--- src/rtl/miss_replay_unit.sv ---
`default_nettype none
// ============================================================================
// Module      : miss_replay_unit
// Description : Replays the cache misses that were parked in the wait buffer
//               once the missed block comes back from memory. The block is
//               latched, the wait-buffer walk is started for that block, and
//               one parked entry is consumed per cycle, oldest first. Loads
//               are extracted from the block and written back; stores are
//               merged into the block. The merged block is then written into
//               the cache data array.
//
// Ports:
//   clk, rst_n            clock, asynchronous active-low reset
//   refill_valid/_ready   refill handshake (ready only while idle)
//   refill_address/_data  returned block address and contents
//   wb_search_invalidate  one-cycle pulse that starts the wait-buffer walk
//   wb_search_address     block address being searched (0 while idle)
//   wb_in_walk_mode       wait buffer is presenting walked entries
//   wb_found_one          at least one entry matches (sampled in SEARCH)
//   wb_found_multi        more entries follow the current one
//   wb_*                  fields of the entry currently walked
//   wrb_*                 registered load writeback, one cycle after entry
//   cache_wr_*            merged block write, one cycle after the walk
//
// Revision    : 1.0 - initial release
// ============================================================================
module miss_replay_unit #(
  parameter int DATA_WIDTH     = 32,
  parameter int ADDR_BITS      = 32,
  parameter int BLOCK_WIDTH    = 256,
  parameter int BLOCK_ID_START = 5,
  parameter int R_WIDTH        = 6,
  parameter int MICROOP        = 5,
  parameter int ROB_TICKET     = 3
) (
  input  logic                   clk,
  input  logic                   rst_n,
  // refill from memory
  input  logic                   refill_valid,
  output logic                   refill_ready,
  input  logic [ADDR_BITS-1:0]   refill_address,
  input  logic [BLOCK_WIDTH-1:0] refill_data,
  // wait-buffer search / walk
  output logic                   wb_search_invalidate,
  output logic [ADDR_BITS-1:0]   wb_search_address,
  input  logic                   wb_in_walk_mode,
  input  logic                   wb_found_one,
  input  logic                   wb_found_multi,
  input  logic                   wb_is_store,
  input  logic [ADDR_BITS-1:0]   wb_address,
  input  logic [DATA_WIDTH-1:0]  wb_data,
  input  logic [MICROOP-1:0]     wb_microop,
  input  logic [R_WIDTH-1:0]     wb_dest,
  input  logic [ROB_TICKET-1:0]  wb_ticket,
  // load writeback
  output logic                   wrb_valid,
  output logic [DATA_WIDTH-1:0]  wrb_data,
  output logic [R_WIDTH-1:0]     wrb_dest,
  output logic [ROB_TICKET-1:0]  wrb_ticket,
  // cache data-array write
  output logic                   cache_wr_valid,
  output logic [ADDR_BITS-1:0]   cache_wr_address,
  output logic [BLOCK_WIDTH-1:0] cache_wr_data,
  output logic                   cache_wr_dirty
);

  localparam int c_OFF = BLOCK_ID_START;      // byte-offset bits
  localparam int c_BB  = BLOCK_ID_START + 3;  // bit-position width inside block

  localparam logic [1:0] c_S_IDLE   = 2'd0;
  localparam logic [1:0] c_S_SEARCH = 2'd1;
  localparam logic [1:0] c_S_WALK   = 2'd2;
  localparam logic [1:0] c_S_WRITE  = 2'd3;

  localparam logic [MICROOP-1:0] c_LW  = MICROOP'(1);
  localparam logic [MICROOP-1:0] c_LH  = MICROOP'(2);
  localparam logic [MICROOP-1:0] c_LHU = MICROOP'(3);
  localparam logic [MICROOP-1:0] c_LB  = MICROOP'(4);
  localparam logic [MICROOP-1:0] c_LBU = MICROOP'(5);
  localparam logic [MICROOP-1:0] c_SW  = MICROOP'(6);
  localparam logic [MICROOP-1:0] c_SH  = MICROOP'(7);
  localparam logic [MICROOP-1:0] c_SB  = MICROOP'(8);

  localparam logic [BLOCK_WIDTH-1:0] c_MASK_W = {{(BLOCK_WIDTH-32){1'b0}}, 32'hFFFF_FFFF};
  localparam logic [BLOCK_WIDTH-1:0] c_MASK_H = {{(BLOCK_WIDTH-16){1'b0}}, 16'hFFFF};
  localparam logic [BLOCK_WIDTH-1:0] c_MASK_B = {{(BLOCK_WIDTH-8){1'b0}}, 8'hFF};

  // --------------------------------------------------------------------------
  // State and datapath registers
  // --------------------------------------------------------------------------
  logic [1:0]             state_q, state_d;
  logic [BLOCK_WIDTH-1:0] blk_q, blk_d;
  logic [ADDR_BITS-1:0]   addr_q, addr_d;
  logic                   dirty_q, dirty_d;
  logic                   wrb_valid_q, wrb_valid_d;
  logic [DATA_WIDTH-1:0]  wrb_data_q, wrb_data_d;
  logic [R_WIDTH-1:0]     wrb_dest_q, wrb_dest_d;
  logic [ROB_TICKET-1:0]  wrb_ticket_q, wrb_ticket_d;

  // Offset bits of the refill address, the upper bits of the walked address
  // (the wait buffer already matched the block) and wb_is_store (the microop
  // carries the same information) are intentionally not consumed.
  logic w_unused_bits;
  assign w_unused_bits = ^{wb_is_store, wb_address[ADDR_BITS-1:c_OFF],
                           refill_address[c_OFF-1:0]};

  logic w_accept;
  logic w_entry;
  assign w_accept = (state_q == c_S_IDLE) && refill_valid;
  assign w_entry  = (state_q == c_S_WALK) && wb_in_walk_mode;

  // --------------------------------------------------------------------------
  // Entry decode: extract load data / build store merge mask
  // --------------------------------------------------------------------------
  logic [c_OFF-1:0]       w_off;
  logic [c_BB-1:0]        w_word_base;
  logic [c_BB-1:0]        w_half_base;
  logic [c_BB-1:0]        w_byte_base;
  logic [DATA_WIDTH-1:0]  w_word;
  logic [15:0]            w_half;
  logic [7:0]             w_byte;
  logic [BLOCK_WIDTH-1:0] w_wdata_ext;

  assign w_off       = wb_address[c_OFF-1:0];
  // Offset bits below the access size are dropped to align the access.
  assign w_word_base = {w_off[c_OFF-1:2], 5'b00000};
  assign w_half_base = {w_off[c_OFF-1:1], 4'b0000};
  assign w_byte_base = {w_off, 3'b000};
  assign w_word      = blk_q[w_word_base +: DATA_WIDTH];
  assign w_half      = blk_q[w_half_base +: 16];
  assign w_byte      = blk_q[w_byte_base +: 8];
  assign w_wdata_ext = {{(BLOCK_WIDTH-DATA_WIDTH){1'b0}}, wb_data};

  logic                   w_is_load;
  logic [DATA_WIDTH-1:0]  w_load_data;
  logic                   w_is_store;
  logic [BLOCK_WIDTH-1:0] w_st_mask;
  logic [c_BB-1:0]        w_st_base;

  always_comb begin
    w_is_load   = 1'b0;
    w_load_data = '0;
    w_is_store  = 1'b0;
    w_st_mask   = '0;
    w_st_base   = '0;
    case (wb_microop)
      c_LW: begin
        w_is_load   = 1'b1;
        w_load_data = w_word;
      end
      c_LH: begin
        w_is_load   = 1'b1;
        w_load_data = {{(DATA_WIDTH-16){w_half[15]}}, w_half};
      end
      c_LHU: begin
        w_is_load   = 1'b1;
        w_load_data = {{(DATA_WIDTH-16){1'b0}}, w_half};
      end
      c_LB: begin
        w_is_load   = 1'b1;
        w_load_data = {{(DATA_WIDTH-8){w_byte[7]}}, w_byte};
      end
      c_LBU: begin
        w_is_load   = 1'b1;
        w_load_data = {{(DATA_WIDTH-8){1'b0}}, w_byte};
      end
      c_SW: begin
        w_is_store = 1'b1;
        w_st_mask  = c_MASK_W;
        w_st_base  = w_word_base;
      end
      c_SH: begin
        w_is_store = 1'b1;
        w_st_mask  = c_MASK_H;
        w_st_base  = w_half_base;
      end
      c_SB: begin
        w_is_store = 1'b1;
        w_st_mask  = c_MASK_B;
        w_st_base  = w_byte_base;
      end
      default: ;  // unknown microop: entry consumed with no effect
    endcase
  end

  // --------------------------------------------------------------------------
  // Datapath next-state
  // --------------------------------------------------------------------------
  always_comb begin
    blk_d        = blk_q;
    addr_d       = addr_q;
    dirty_d      = dirty_q;
    wrb_valid_d  = 1'b0;
    wrb_data_d   = wrb_data_q;
    wrb_dest_d   = wrb_dest_q;
    wrb_ticket_d = wrb_ticket_q;
    if (w_accept) begin
      blk_d   = refill_data;
      addr_d  = {refill_address[ADDR_BITS-1:c_OFF], {c_OFF{1'b0}}};
      dirty_d = 1'b0;
    end else if (w_entry) begin
      if (w_is_store) begin
        // Merged block is visible to the next walked entry, so younger loads
        // observe older stores to the same block.
        blk_d   = (blk_q & ~(w_st_mask << w_st_base)) |
                  ((w_wdata_ext & w_st_mask) << w_st_base);
        dirty_d = 1'b1;
      end
      if (w_is_load) begin
        wrb_valid_d  = 1'b1;
        wrb_data_d   = w_load_data;
        wrb_dest_d   = wb_dest;
        wrb_ticket_d = wb_ticket;
      end
    end
  end

  always_ff @(posedge clk or negedge rst_n) begin
    if (!rst_n) begin
      blk_q        <= '0;
      addr_q       <= '0;
      dirty_q      <= 1'b0;
      wrb_valid_q  <= 1'b0;
      wrb_data_q   <= '0;
      wrb_dest_q   <= '0;
      wrb_ticket_q <= '0;
    end else begin
      blk_q        <= blk_d;
      addr_q       <= addr_d;
      dirty_q      <= dirty_d;
      wrb_valid_q  <= wrb_valid_d;
      wrb_data_q   <= wrb_data_d;
      wrb_dest_q   <= wrb_dest_d;
      wrb_ticket_q <= wrb_ticket_d;
    end
  end

  // --------------------------------------------------------------------------
  // FSM: state register
  // --------------------------------------------------------------------------
  always_ff @(posedge clk or negedge rst_n) begin
    if (!rst_n) begin
      state_q <= c_S_IDLE;
    end else begin
      state_q <= state_d;
    end
  end

  // --------------------------------------------------------------------------
  // FSM: next-state logic
  // --------------------------------------------------------------------------
  always_comb begin
    state_d = state_q;
    case (state_q)
      c_S_IDLE: begin
        if (refill_valid) state_d = c_S_SEARCH;
      end
      c_S_SEARCH: begin
        state_d = wb_found_one ? c_S_WALK : c_S_WRITE;
      end
      c_S_WALK: begin
        // A dropped walk mode ends the walk just like the last entry does.
        if (!wb_in_walk_mode || !wb_found_multi) state_d = c_S_WRITE;
      end
      c_S_WRITE: begin
        state_d = c_S_IDLE;
      end
      default: state_d = c_S_IDLE;
    endcase
  end

  // --------------------------------------------------------------------------
  // FSM: outputs
  // --------------------------------------------------------------------------
  always_comb begin
    refill_ready         = 1'b0;
    wb_search_invalidate = 1'b0;
    wb_search_address    = addr_q;
    cache_wr_valid       = 1'b0;
    cache_wr_address     = '0;
    cache_wr_data        = '0;
    cache_wr_dirty       = 1'b0;
    case (state_q)
      c_S_IDLE: begin
        refill_ready      = 1'b1;
        wb_search_address = '0;
      end
      c_S_SEARCH: begin
        wb_search_invalidate = wb_found_one;
      end
      c_S_WRITE: begin
        cache_wr_valid   = 1'b1;
        cache_wr_address = addr_q;
        cache_wr_data    = blk_q;
        cache_wr_dirty   = dirty_q;
      end
      default: ;
    endcase
  end

  assign wrb_valid  = wrb_valid_q;
  assign wrb_data   = wrb_data_q;
  assign wrb_dest   = wrb_dest_q;
  assign wrb_ticket = wrb_ticket_q;

endmodule
`default_nettype wire

--- config.mk ---
export PLATFORM = sky130hd
export DESIGN_NAME = miss_replay_unit
export DESIGN_NICKNAME = d
export VERILOG_FILES = /design/src/rtl/miss_replay_unit.sv
export SDC_FILE = /design/constraint.sdc
export NUM_CORES = 1
export LEC_CHECK = 0
export CORE_ASPECT_RATIO = 0.8
export CORE_MARGIN = 3
export CORE_UTILIZATION = 30
export CTS_CLUSTER_DIAMETER = 100
export CTS_CLUSTER_SIZE = 14
export DETAILED_ROUTE_END_ITERATION = 10
export PLACE_DENSITY = 0.67
export SYNTH_ARGS = -nofsm -noshare
export SYNTH_HDL_FRONTEND = slang
export SYNTH_SLANG_ARGS = --single-unit
--- constraint.sdc ---
create_clock -name clk -period 7.2 [get_ports clk]
set_input_delay 0.72 -clock clk [delete_from_list [all_inputs] [get_ports clk]]
set_output_delay 0.72 -clock clk [all_outputs]
set_load 0.03 [all_outputs]
Yosys cells after proc, flatten, opt, wreduce, memory -nomap -nowiden
Cells that the tools add are included.
Cells by class
  eq/ne operators: 13
  shift-type cells: 5
  mux-type cells: 25
  bitwise operators: 5
  reduce and logical (&&, ||, !) cells: 13
Operators with widths (number)
  2-to-1 mux 256 bit: 4
  left shift 256 x 8 -> 256 bit: 2
  bitwise AND 256 bit: 1
  bitwise AND 32 x 256 -> 256 bit: 1
  inverter 256 bit: 1
  bitwise OR 256 bit: 1
  variable part select 256 x 9 -> 16 bit: 1
  variable part select 256 x 9 -> 32 bit: 1
  variable part select 256 x 9 -> 8 bit: 1
  case mux 32 bit (5 select lines): 1
  case mux 32 bit (3 select lines): 1
  2-to-1 mux 32 bit: 2
  case mux 8 bit (3 select lines): 1
  equality test 5 x 3 -> 1 bit (second input constant): 4
  2-to-1 mux 1 bit: 13
  equality test 5 x 2 -> 1 bit (second input constant): 2
  case mux 2 bit (4 select lines): 1
  equality test 5 x 1 -> 1 bit (second input constant): 1
  equality test 5 x 4 -> 1 bit (second input constant): 1
  OR reduction 5 bit: 1
  equality test 2 bit (second input constant): 2
  2-to-1 mux 2 bit: 2
  AND reduction 2 bit: 2
  nonzero test 2 bit: 2
  10 further kinds: 12
Storage, ports and cells
  bits in registers: 328
  input bits: 373
  output and inout bits: 366
  logic and storage cells: 69

Logic depth before layout (Yosys ltp)
Gate-level depths: netlist (run 1).
  word-level depth: 9
  gate-level depth with buffers: 10
  depth with buffers taken out: 8

Worst setup path after synthesis (run 1)
OpenSTA, ideal clock, no wires.
  kind: input port to flip-flop
  start: in wb_microop[0]
  end: reg blk_q[88]
  library setup time: 0.126 ns
  arrival time: 2.674 ns
  required time: 7.074 ns
  setup slack: 4.400 ns
  stages: 7
  buffers on the path: 2
  cells stage by stage: buf_2 -> or4b_4 -> buf_6 -> o21ai_2 -> a31oi_2 -> o31a_1 -> a221o_1
On the way
  cells in the longest elaborated chain, start to end: 9
  elaborated cells on any way between the ends: 18
  those cells by class: 3 x eq/ne; 2 x shift; 6 x mux; 4 x bitwise; 3 x reduce/logical
Ends and longest elaborated chain
  start, declared: RTL line 52  | input logic [MICROOP-1:0] wb_microop,
  equality test 5 x 4 -> 1 bit / equality test 5 x 3 -> 1 bit (equally long branches): RTL line 146  | case (wb_microop)
  case mux 32 bit (3 select lines) / case mux 8 bit (3 select lines) (equally long branches): RTL line 146
  left shift 256 x 8 -> 256 bit: RTL line 205  | blk_d = (blk_q & ~(w_st_mask << w_st_base)) |
  inverter 256 bit: RTL line 205
  bitwise AND 256 bit: RTL line 205
  bitwise OR 256 bit: RTL line 205
  2-to-1 mux 256 bit: RTL line 202  | if (w_is_store) begin
  2-to-1 mux 256 bit: RTL line 201  | end else if (w_entry) begin
  2-to-1 mux 256 bit: RTL line 197  | if (w_accept) begin
  end signal, assigned: RTL line 228  | blk_q <= blk_d;
  end, declared: RTL line 92  | logic [BLOCK_WIDTH-1:0] blk_q, blk_d;
Parallel ways exist; a longest one is shown, timed or not. The select of a mux whose other input is x is not followed.
A chain may end at the register's enable or synchronous reset.

Final worst setup path (run 1)
  start: reg state_q[0]
  end: out cache_wr_data[90]
On the way
  cells in the longest elaborated chain, start to end: 2
Ends and longest elaborated chain
  start, declared: RTL line 91  | logic [1:0] state_q, state_d;
  start signal, assigned: RTL line 243  | state_q <= c_S_IDLE;
  start signal, assigned: RTL line 245  | state_q <= state_d;
  equality test 2 bit: RTL line 283  | case (state_q)
  2-to-1 mux 256 bit: RTL line 283
  end, declared: RTL line 63  | output logic [BLOCK_WIDTH-1:0] cache_wr_data,
Every way passes these cells.

==> results.py, run 1 <==
metrics = {
    "timing": {
        "fin_tns_setup_ps": 0,
        "setup_violations": 0,
        "min_period_ps": 4591,
        "holdWs_ps": 34.54,
        "fin_skew_ps": 39.26,
        "rsz0062_at_grt": "no",
        "drv_slew": 0,
        "finalHoldViolCount": 0,
        "timing.slew.headroom": 0.1409,
        "tightest_slew_ps": 1272,
        "fin_crit_sh": 0.6376,
        "clock.fmax_ghz": 0.2178,
    },
    "global_routing": {
        "grt.total_usage": 0.3116,
        "antenna_found_initial": 26,
        "grt_max_degree": 177,
        "overflow": 0,
        "grt_pass1_wl_um": 178500,
        "grt_pass1_vias": 23300,
    },
    "yosys": {
        "yosysTopAreaCellShare": 0.3594,
        "synth_area_leaders": "dfrtp_1 36%, mux4_2 11%, and2_1 8.1%",
        "yosys.area.top_type": "dfrtp_1",
        "syn_area_um2": 22840,
        "yosysWarningCount": 0,
        "syn_area_per_cell_um2": 9.684,
        "synthFlopType": "dfrtp_1",
        "synth_most_common_cell": "dfrtp_1",
        "synthTopCellsByCount": "328 x dfrtp_1, 294 x and2_1, 256 x nand2_1",
        "ys_seq_area_frac": 0.3594,
        "synthArstFlopShare": 1.000,
        "syn_inst": 2358,
        "ys_types": 76,
        "ys_ff_latch": 328,
        "synth_edf_count": 0,
    },
    "route": {
        "drt_iter0_markers": 3158,
        "routedWlPerCell_um": 32.94,
        "ant_nets": 0,
        "drt_first_pass_iters": 5,
        "vias": 24000,
        "routed_wl_um": 129300,
        "drcViolationCount": 0,
        "viasPerCell": 6.115,
    },
    "floorplan": {
        "core_area_um2": 74610,
        "die_x_um": 314.5,
        "start_util": 0.3061,
        "die_area_um2": 79490,
        "die_h_um": 252.8,
        "io-pin-count": 739,
        "rows": 89,
    },
    "worst_setup_path": {
        "r2r_start": "state_q[0]$_DFFE_PN0P_",
        "r2r_cells": 10,
        "crit_chain": "ha_4, buf_12, and2_1, clkdlybuf4s50_1",
        "required_ps": 6480,
        "critPathMaxStageDelay_ps": 860,
        "reg2reg_to": "wrb_data[29]$_DFFE_PN0P_",
        "end_kind": "output port",
        "reg2reg_slack_ps": 2950,
        "critPathLaunchType": "register",
        "path_max_fanout": 176,
        "worst-setup-path-type": "reg -> out",
        "crit_slowest_cell": "ha_4",
        "startpoint": "state_q[0]$_DFFE_PN0P_",
        "cp.arrival_ps": 3870,
    },
    "job": {
        "drv_cap": 0,
    },
    "power": {
        "leakage_nw": 12.27,
        "irDropWorstVdd_mv": 0.2509,
        "power_mw": 12.37,
        "p_per_area_nw_per_um2": 395.0,
    },
    "cts": {
        "cts_setup_buffers": 0,
        "cts_made_buffers": 28,
        "clk_latency_ps": 610,
        "htreeDepth": 1,
        "cts-root-buf": "clkbuf_16",
        "clockBufferDepth": 3,
        "clock_sinks": 328,
        "post_cts_resize_count": 0,
        "holdBufCountCts": 0,
        "cts_tree": "yes",
        "clk_pin_slew_ps": 80,
    },
    "place": {
        "postPlaceCellArea_um2": 30500,
        "port_buffers": 695,
        "dpl.hpwl_um": 100300,
        "gp_congestion": 0.9763,
    },
    "finish": {
        "drive_gt1_frac": 0.08425,
        "fillCellCount": 7397,
        "final_area_um2": 31310,
        "synthToLayoutAreaGrowth_pct": 37.13,
        "nets": 3283,
    },
    "worst_hold_path": {
        "min_path_type": "in -> async",
    },
    "outcome": {
        "status": "completed",
    },
}
metrics by stage:
step                        util  worst slack (ps)  std cells
after floorplan                -              4400       2367
after global placement    0.4087              2354       3877
after detailed placement  0.4087              2239       3877
after CTS                 0.4192              2727       3909
after global routing      0.4196              2469       3920
final                     0.4197              2609       3924
report_power, final:
group / internal (mW) / leakage (nW) / switching (mW)
sequential: 2.66 / 4.08 / 1.34
combinational: 2.93 / 7.80 / 3.91
clock: 0.750 / 0.383 / 0.775
cells by family (layout without fill, tap and decap cells):
logic type | count (synthesis) | in the layout | share of synthesized area
flops | 328 | 328 | 0.3594
compound gates | 627 | 627 | 0.2099
mux | 248 | 248 | 0.1705
buf+inv | 249 | 790 | 0.04663
other cells | 1 | 25 | 0.0001642
simple gates | 901 | 901 | 0.2113
fa+ha+maj | 4 | 4 | 0.002192
routing by layer:
layer / vias up / share of wire / track usage
met5: - / 0.00038 / 0
met2: 1713 / 0.44 / 0.4701
met1: 12000 / 0.40 / 0.4143
li1: 9976 / - / -
met3: 296 / 0.12 / 0.1002
met4: 10 / 0.045 / 0.1243
worst max path at each step:
stage                     cells after the start                endpoint  slack, ps
after floorplan                               7   blk_q[88]$_DFFE_PN0P_       4400
after global placement                        6  blk_q[231]$_DFFE_PN0P_       2350
after detailed placement                      6  blk_q[231]$_DFFE_PN0P_       2240
after CTS                                     4       cache_wr_data[90]       2730
after global routing                          4      cache_wr_data[152]       2470
final                                         4       cache_wr_data[90]       2610
critical path, delay by kind of cell, from the launching register on:
| family | cells | cell delay, ps |
|---|---|---|
| buf+inv | 2 | 1330 |
| simple gates | 1 | 230 |
| fa+ha+maj | 1 | 860 |
| flops | 1 | 490 |
layout make-up:
| type | count | area (um2) | area share |
|---|---|---|---|
| multi-input cells | 1790 | 13660 | 0.4363 |
| repair buffers | 740 | 7305 | 0.2333 |
| clock buffers | 29 | 725.7 | 0.02317 |
| well taps | 1001 | 1252 | 0.04000 |
| diodes | 15 | 37.54 | 0.001199 |
| inverters | 18 | 67.56 | 0.002158 |
| flip-flops and latches | 328 | 8208 | 0.2621 |
| clock inverters | 3 | 55.05 | 0.001758 |
sequential cells by signal (all words and copies together), names as in the netlist:
name,cells
wrb_ticket,3
state_q,2
wrb_data,32
addr_q,27
wrb_dest,6
blk_q,256
dirty_q,1
wrb_valid,1
layout by cell type, fill, tap and decap left out, types with 43 or more instances in the layout:
master           count
and3_1              83
mux2i_1            129
o22ai_1             52
a221o_1            143
o211ai_1            62
a21oi_1             80
nor2_1             135
o21ai_0             93
dfrtp_1            328
buf_4               43
and2_1             294
mux4_2             112
a22oi_1             44
nand2_1            255
clkdlybuf4s50_1    688
No activity file was read; power rests on OpenSTA's default activity.
==> inputs of run 2 (changes only) <==
Clock period 7.2 ns to 4.53 ns, I/O delays scaled along.
==> results.py, run 2 (same netlist as run 1, synthesis figures left out) <==
metrics = {
    "floorplan": {
        "die_h_um": 252.8,
        "core_area_um2": 74610,
        "start_util": 0.3061,
        "io-pin-count": 739,
        "die_x_um": 314.5,
        "die_area_um2": 79490,
        "rows": 89,
    },
    "worst_setup_path": {
        "required_ps": 4080,
        "cp.arrival_ps": 3280,
        "worst-setup-path-type": "reg -> out",
        "path_max_fanout": 82,
        "end_kind": "output port",
        "critPathLaunchType": "register",
    },
    "timing": {
        "timing.slew.headroom": 0.1165,
        "setup_violations": 0,
        "fin_crit_sh": 0.8250,
        "min_period_ps": 3737,
        "clock.fmax_ghz": 0.2676,
        "layout_setup_ws_ps": 792.8,
        "fin_tns_setup_ps": 0,
        "drv_slew": 0,
        "rsz0062_at_grt": "no",
        "tightest_slew_ps": 1308,
        "fin_skew_ps": 33.11,
        "finalHoldViolCount": 0,
    },
    "global_routing": {
        "grt_pass1_vias": 23260,
        "antenna_found_initial": 24,
        "grt.total_usage": 0.3110,
        "overflow": 0,
        "grt_pass1_wl_um": 178800,
        "grt_max_degree": 103,
    },
    "route": {
        "routedWlPerCell_um": 32.60,
        "routed_wl_um": 129400,
        "drcViolationCount": 0,
        "drt_iter0_markers": 3112,
        "viasPerCell": 6.119,
        "drt_first_pass_iters": 6,
        "ant_nets": 0,
        "vias": 24290,
    },
    "place": {
        "preCtsSetupSlack_ps": 706.6,
        "port_buffers": 695,
        "gp_congestion": 1.018,
        "dpl.hpwl_um": 101400,
    },
    "cts": {
        "htreeDepth": 1,
        "clockBufferDepth": 3,
        "clk_pin_slew_ps": 80,
        "cts_made_buffers": 28,
        "cts-root-buf": "clkbuf_16",
        "clock_sinks": 328,
        "cts_tree": "yes",
        "clk_latency_ps": 600,
    },
    "finish": {
        "final_common_cell": "clkdlybuf4s50_1",
        "nets": 3326,
        "final_cell_mix": "688 x clkdlybuf4s50_1, 328 x dfrtp_1, 294 x and2_1",
        "synthToLayoutAreaGrowth_pct": 38.57,
        "largest_reg_flops": 256,
        "drive_gt1_frac": 0.09722,
        "largest-register": "blk_q",
    },
    "job": {
        "drv_cap": 0,
    },
    "outcome": {
        "status": "completed",
    },
    "power": {
        "leakage_nw": 12.49,
        "irDropWorstVdd_mv": 0.3604,
        "p_per_area_nw_per_um2": 620.7,
    },
    "worst_hold_path": {
        "min_path_type": "in -> reg",
    },
}
-- run 2: cell count changes in the layout (fill, tap and decap cells not counted), sizes merged --
cell and change:
clkinv +1, inv +1, bufinv -1, diode +2
buf +42, dlygate4sd3 +1
-- run 2: worst paths after layout --
path / from / end / slack [ps] / depth (start not counted)
worst max-delay path: state_q[0]$_DFFE_PN0P_ / wb_search_address[29] / 790 / 5
worst min-delay path: refill_address[30] / addr_q[30]$_DFFE_PN0P_ / 370 / 3
worst max register to register: state_q[0]$_DFFE_PN0P_ / wrb_data[29]$_DFFE_PN0P_ / 1430 / 9
worst min register to register: wrb_dest[1]$_DFFE_PN0P_ / wrb_dest[1]$_DFFE_PN0P_ / 480 / 2
max in group asynchronous: rst_n / blk_q[172]$_DFFE_PN0P_ / 2920 / 3
min in group asynchronous: rst_n / addr_q[24]$_DFFE_PN0P_ / 480 / 2
-- run 2: area by class of cell --
type	instances	area, um2
sequential	328	8208
multi-input combinational	1790	13650
timing repair buffer	783	7667
fill	7341	42970
inverter	18	67.56
clock inverter	4	30.03
antenna	17	42.54
clock buffer	29	725.7
tap	1001	1252
-- run 2: power breakdown --
part           internal (mW)  leakage, nW  switching, mW  total [mW]
Sequential              4.23         4.08           2.10        6.33
Clock                   1.14        0.376           1.22        2.36
Combinational           4.72         8.03           6.23        11.0
-- run 2: metal layers --
layer / GRT usage / routed length [um] / share of wire
met4: 0.1125 / 5160 / 0.040
met5: 0 / 54 / 0.00042
met2: 0.4719 / 57120 / 0.44
met3: 0.09582 / 15730 / 0.12
met1: 0.4185 / 51360 / 0.40
-- run 2: what timing repair did --
| item | 4_1_cts | 5_1_grt |
|---|---|---|
| hold endpoints to repair | 99 | 0 |
| buffers inserted | 0 | 0 |
| hold buffers | 1 | 0 |
| gates resized for setup | 0 | 0 |
-- run 2: per-stage QoR --
stage          instances  cell area (um2)  hold WS (ps)    util  power, mW
6_report            3970            31640         366.9  0.4241      19.64
5_1_grt             3966            31630         346.3  0.4240      20.39
4_1_cts             3953            31600         336.6  0.4236      19.47
3_5_place_dp        3919            30840         464.2  0.4133      17.10
3_3_place_gp        3919            30840         459.1  0.4133      16.97
2_1_floorplan       2367            22870         157.4       -      11.67
-- run 2: worst max-delay path, stage by stage (launching register included) --
cell and delay (ps):
dfrtp_1 470, inv_1 160, ha_4 400, buf_4 700, nor2b_1 250, clkdlybuf4s50_1 660
